--- config.mk ---
export PLATFORM = sky130hd
export DESIGN_NAME = divider_array_arbiter
export DESIGN_NICKNAME = d
export VERILOG_FILES = /design/src/rtl/divider_array_arbiter.sv
export SDC_FILE = /design/constraint.sdc
export NUM_CORES = 1
export LEC_CHECK = 0
export CAP_MARGIN = 0
export CORE_MARGIN = 3
export CORE_UTILIZATION = 31
export CTS_BUF_LIST = sky130_fd_sc_hd__clkbuf_2
export DETAILED_ROUTE_END_ITERATION = 16
export GPL_TIMING_DRIVEN = 0
export PLACE_DENSITY = 0.69
export SLEW_MARGIN = 30
export SYNTH_ARGS = -nofsm -noshare
export SYNTH_HDL_FRONTEND = slang
export SYNTH_SLANG_ARGS = --single-unit
export TNS_END_PERCENT = 100
--- constraint.sdc ---
create_clock -name clk -period 2.25 [get_ports clk]
set_input_delay 0.225 -clock clk [delete_from_list [all_inputs] [get_ports clk]]
set_output_delay 0.225 -clock clk [all_outputs]
set_load 0.01 [all_outputs]
--- src/rtl/divider_array_arbiter.sv ---
// -----------------------------------------------------------------------------
// divider_array_arbiter
//
// Two-requester round-robin front end for an external combinational 16/8
// array divider. One division is in flight at a time:
//   IDLE : grant one requester (combinational ready), register its operands
//   BUSY : hold operands on div_n/div_d for WAIT_CYCLES so the core settles,
//          then capture div_q/div_r
//   DONE : present the response until rsp_valid & rsp_ready
//
// Optional feature (macro DIV_ZERO_DETECT_EN):
//   defined   : divisor 0 bypasses the core; response q=FF, r=n[7:0],
//               dz=1, ovf=1, presented the cycle after acceptance
//   undefined : divisor 0 takes the normal path; rsp_dz is constant 0
//
// Parameters
//   WAIT_CYCLES  core settle time in cycles, 1..15
// Ports
//   clk, rst_n                 clock, asynchronous active-low reset
//   reqX_valid/_n/_d/_ready    requester X (0/1) handshake and operands
//   div_n, div_d               operands to the external divider core
//   div_q, div_r               results from the external divider core
//   rsp_valid, rsp_ready       response handshake
//   rsp_id, rsp_q, rsp_r       serviced requester and results
//   rsp_ovf, rsp_dz            quotient overflow / divide-by-zero flags
// -----------------------------------------------------------------------------
module divider_array_arbiter #(
  parameter int WAIT_CYCLES = 2
) (
  input  logic        clk,
  input  logic        rst_n,
  input  logic        req0_valid,
  input  logic [15:0] req0_n,
  input  logic [7:0]  req0_d,
  output logic        req0_ready,
  input  logic        req1_valid,
  input  logic [15:0] req1_n,
  input  logic [7:0]  req1_d,
  output logic        req1_ready,
  output logic [15:0] div_n,
  output logic [7:0]  div_d,
  input  logic [7:0]  div_q,
  input  logic [7:0]  div_r,
  output logic        rsp_valid,
  input  logic        rsp_ready,
  output logic        rsp_id,
  output logic [7:0]  rsp_q,
  output logic [7:0]  rsp_r,
  output logic        rsp_ovf,
  output logic        rsp_dz
);

  typedef enum logic [1:0] {
    S_IDLE,
    S_BUSY,
    S_DONE
  } state_t;

  localparam logic [3:0] CNT_INIT = 4'(WAIT_CYCLES - 1);

  state_t      r_state;
  logic [3:0]  r_cnt;
  logic        r_last;      // requester served most recently
  logic [15:0] r_n;
  logic [7:0]  r_d;
  logic        r_rsp_valid;
  logic        r_rsp_id;
  logic [7:0]  r_rsp_q;
  logic [7:0]  r_rsp_r;
  logic        r_rsp_ovf;
  logic        r_rsp_dz;

  logic        w_idle;
  logic        w_accept;
  logic        w_gnt_id;
  logic [15:0] w_gnt_n;
  logic [7:0]  w_gnt_d;

  // Round-robin: with both requesting, serve the one not served last;
  // otherwise serve whichever is requesting.
  // NOTE: every always_comb output gets a default first so no path leaves
  // it unassigned, which would otherwise infer a latch.
  always_comb begin
    w_gnt_id = 1'b0;
    if (req0_valid && req1_valid) w_gnt_id = ~r_last;
    else if (req1_valid)          w_gnt_id = 1'b1;
    w_gnt_n = w_gnt_id ? req1_n : req0_n;
    w_gnt_d = w_gnt_id ? req1_d : req0_d;
  end

  assign w_idle     = (r_state == S_IDLE);
  assign w_accept   = w_idle && (req0_valid || req1_valid);
  assign req0_ready = w_idle && req0_valid && !w_gnt_id;
  assign req1_ready = w_idle && req1_valid &&  w_gnt_id;

  // NOTE: sequential state uses non-blocking assignments so every register
  // samples pre-edge values; reset is asynchronous and clears all state.
  always_ff @(posedge clk or negedge rst_n) begin
    if (!rst_n) begin
      r_state     <= S_IDLE;
      r_cnt       <= 4'd0;
      r_last      <= 1'b1;
      r_n         <= 16'd0;
      r_d         <= 8'd0;
      r_rsp_valid <= 1'b0;
      r_rsp_id    <= 1'b0;
      r_rsp_q     <= 8'd0;
      r_rsp_r     <= 8'd0;
      r_rsp_ovf   <= 1'b0;
      r_rsp_dz    <= 1'b0;
    end else begin
      case (r_state)
        S_IDLE: begin
          if (w_accept) begin
            r_n       <= w_gnt_n;
            r_d       <= w_gnt_d;
            r_rsp_id  <= w_gnt_id;
            r_last    <= w_gnt_id;
            // High byte >= divisor means the quotient needs more than 8 bits.
            r_rsp_ovf <= (w_gnt_n[15:8] >= w_gnt_d);
            r_cnt     <= CNT_INIT;
            r_rsp_dz  <= 1'b0;
            r_state   <= S_BUSY;
`ifdef DIV_ZERO_DETECT_EN
            if (w_gnt_d == 8'd0) begin
              r_rsp_q     <= 8'hFF;
              r_rsp_r     <= w_gnt_n[7:0];
              r_rsp_dz    <= 1'b1;
              r_rsp_ovf   <= 1'b1;
              r_rsp_valid <= 1'b1;
              r_state     <= S_DONE;
            end
`endif
          end
        end
        S_BUSY: begin
          if (r_cnt == 4'd0) begin
            r_rsp_q     <= div_q;
            r_rsp_r     <= div_r;
            r_rsp_valid <= 1'b1;
            r_state     <= S_DONE;
          end else begin
            r_cnt <= r_cnt - 4'd1;
          end
        end
        S_DONE: begin
          if (rsp_ready) begin
            r_rsp_valid <= 1'b0;
            r_state     <= S_IDLE;
          end
        end
        default: r_state <= S_IDLE;
      endcase
    end
  end

  assign div_n     = r_n;
  assign div_d     = r_d;
  assign rsp_valid = r_rsp_valid;
  assign rsp_id    = r_rsp_id;
  assign rsp_q     = r_rsp_q;
  assign rsp_r     = r_rsp_r;
  assign rsp_ovf   = r_rsp_ovf;
`ifdef DIV_ZERO_DETECT_EN
  assign rsp_dz    = r_rsp_dz;
`else
  assign rsp_dz    = 1'b0;
  logic w_unused_dz;
  assign w_unused_dz = r_rsp_dz;
`endif

endmodule
==> out/qor.yml, run 1 <==
pre_cts_ws_ns: -0.363
grt_overflow: 0
syn_nets: 291
dieArea_um2: 8890
yosysSeqAreaShare: 0.518
die_h_um: 94.3
critPathLaunch: "r_last"
finalWirelength_um: 6220
fillers: 626
yosys.cell_types.count: 32
port_buffers: 113
clk_latency_ns: 0.43
hpwl_um: 4750
cts_buffers: 5
clock_tree.htree_level_count: 2
worst_slack_ns: 0.0839
critical_path.max_fanout: 6
area_growth_pct: 60.9
dieWidth_um: 94.3
cp.arrival_ns: 2.54
ys_warn_count: 0
setup_viol: 0
grt_pass1_wl_um: 9800
antenna_found_initial: 0
cts.sinks: 50
grt_usage: 0.139
synth_area_per_cell_um2: 11.4
rsz0062_at_grt: "false"
clkTransAtPathRegs_ns: 0.27
maxCapViolCount: 0
run_status: "finished clean"
finalSetupTns_ns: 0
start_util: 0.326
crit_chain: "a21boi_1, buf_4, buf_12, mux2_4, ha_4, nand4_1, a211o_1, a21oi_2"
wl_per_cell_um: 14.3
drive_above_1_share: 0.175
yosys_register_bits: 50
grt_pass1_vias: 1972
fin_nets: 415
drtPass1Iterations: 4
worst_path_max_delay_cell: "dfstp_2"
rows: 31
critPathMaxStageDelay_ns: 0.59
cts_buffer_depth: 2
place_congestion: 0.779
drc: 0
whs_ns: 0.0760
r2r-start: "r_last"
cts_tree: "done"
ios: 115
core_um2: 7410
ant_nets: 0
drt-initial-drc-count: 86
netlist_instances: 212
fin_crit_sh: 0.963
leakagePower_nw: 1.71
drt-vias-per-instance: 4.56
r2r_setup_slack_ns: 0.08
skew_ns: 0.0221
power_density_nw_per_um2: 1140
antennaDiodeCount: 0
hold_viol_final: 0
path_buf_inv: 2
criticalPathCategory: "reg2reg"
vias: 1987
hp-class: "in2async"
fmax_mhz: 462
ir_worst_vdd_mv: 0.421
final_max_slew_viol_count: 0
cts_root_buffer: "clkbuf_2"
grt_max_degree: 49
syn_area_um2: 2420
min_period_ns: 2.17
power_mw: 4.45
start_kind: "flip-flop"
critPathRequiredTime_ns: 2.62
critPathTopFamily: "flip-flops"
cp-end-kind: "flip-flop"
[through the flow]
stage	std cells	util	area [um2]
after floorplan	212	-	2420
after global placement	424	0.496	3670
after detailed placement	425	0.499	3700
after CTS	436	0.515	3820
after global routing	436	0.525	3890
final	436	0.525	3890
[worst reg2reg max path, cell delays in order, from the launching register on]
cell      delay, ns
dfstp_2        0.59
a21boi_1       0.06
buf_4          0.17
buf_12         0.14
mux2_4         0.32
ha_4           0.28
nand4_1        0.10
a211o_1        0.30
a21oi_2        0.15
[per-layer routing]
metal	part of all wire	vias to the layer above	global-route usage	routed length (um)
li1	-	971	-	-
met1	0.43	954	0.182	2690
met2	0.50	55	0.232	3110
met3	0.053	7	0.0304	331
met4	0.015	0	0.0397	96
met5	0	-	0	0
[final cells by class]
type | count | area, um2 | area share
Buffer | 10 | 77.6 | 0.0199
Clock buffer | 5 | 25.0 | 0.00643
Clock inverter | 3 | 21.3 | 0.00547
Tap cell | 99 | 124 | 0.0318
Inverter | 4 | 15.0 | 0.00386
Multi-Input combinational cell | 148 | 1180 | 0.304
Sequential cell | 50 | 1250 | 0.322
Timing Repair Buffer | 117 | 1190 | 0.306
[placed cells by master (no fill, tap or decap), types with 3 or more instances in the layout]
cell type / synthesis / layout
mux2i_1: 18 / 14
clkdlybuf4s50_1: 0 / 110
mux2i_2: 0 / 3
inv_1: 4 / 4
dfrtp_1: 49 / 49
clkbuf_1: 4 / 4
clkbuf_2: 0 / 5
ha_1: 10 / 6
nand2_1: 46 / 46
nor2_1: 6 / 6
mux2_2: 17 / 14
buf_4: 3 / 4
mux2_4: 8 / 11
o21ai_0: 19 / 19
ha_4: 0 / 4
[path summary, 6_finish.rpt]
check | end | depth (start not counted)
setup reg to reg | rsp_ovf | 8
hold / removal | rsp_q[1] | 2
min in group clk | r_state[1] | 2
setup / recovery | rsp_ovf | 8
max in group asynchronous | r_last | 3
hold reg to reg | div_n[12] | 2
[where the power goes]
part	switching, mW	internal [mW]	total (mW)
clock network	0.303	0.0766	0.379
registers	0.263	1.35	1.61
logic	1.05	1.41	2.46
total	1.61	2.84	4.45
[what timing repair did]
| item | 4_1_cts | 5_1_grt |
|---|---|---|
| buffers inserted | 2 | 1 |
| endpoints found under the setup margin | 2 | 1 |
| endpoints found under the hold margin | 50 | 0 |
| pin swaps | 0 | 4 |
| gates resized for setup | 7 | 13 |
| gates cloned | 0 | 0 |
| hold buffers | 1 | 0 |
[registers in the layout (all words and copies together) (netlist names)]
name / flops
div_n: 16
rsp_valid: 1
r_cnt: 4
r_last: 1
rsp_q: 8
rsp_ovf: 1
r_state: 2
div_d: 8
rsp_r: 8
rsp_id: 1
[cells by family (layout without fill, tap and decap cells)]
kind of cell,Yosys count,in the layout,share of synthesized area
other,1,1,0.00155
buffers and inverters,14,139,0.0331
AND/OR/NAND/NOR,62,62,0.116
adder cells (fa/ha/maj),10,10,0.0518
AO/OA/AOI/OAI,32,32,0.0761
flip-flops,50,50,0.518
multiplexers,43,43,0.203
[cells in the mapped netlist]
cell | instances | area (um2)
a211o_1 | 1 | 8.76
a211oi_1 | 2 | 15.0
a21boi_1 | 1 | 7.51
a21o_1 | 1 | 7.51
a21oi_1 | 3 | 15.0
a31oi_1 | 1 | 6.26
and2_1 | 1 | 6.26
buf_2 | 1 | 5.00
buf_4 | 3 | 22.5
buf_6 | 2 | 22.5
clkbuf_1 | 4 | 15.0
conb_1 | 1 | 3.75
dfrtp_1 | 49 | 1230
dfstp_2 | 1 | 26.3
ha_1 | 10 | 125
inv_1 | 4 | 15.0
mux2_2 | 17 | 191
mux2_4 | 8 | 120
mux2i_1 | 18 | 180
nand2_1 | 46 | 173
nand2b_1 | 2 | 12.5
nand3b_4 | 1 | 20.0
nand4_1 | 1 | 6.26
nor2_1 | 6 | 22.5
nor2_2 | 1 | 6.26
nor3_1 | 3 | 15.0
nor3b_4 | 1 | 18.8
o211ai_1 | 1 | 7.51
o21a_1 | 1 | 7.51
o21ai_0 | 19 | 95.1
o21ai_1 | 1 | 5.00
o21ai_2 | 1 | 8.76
Note: power is estimated with default switching activity, not from simulation.
==> run 2, diff against run 1 <==
--- a/config.mk
+++ b/config.mk
@@ -5,7 +5,7 @@
 export SDC_FILE = /design/constraint.sdc
 export NUM_CORES = 1
 export LEC_CHECK = 0
-export CAP_MARGIN = 0
+export CAP_MARGIN = 40
 export CORE_MARGIN = 3
 export CORE_UTILIZATION = 31
 export CTS_BUF_LIST = sky130_fd_sc_hd__clkbuf_2
==> results of run 2 <==
No change in the layout: final DEF, timing and power equal those of run 1.
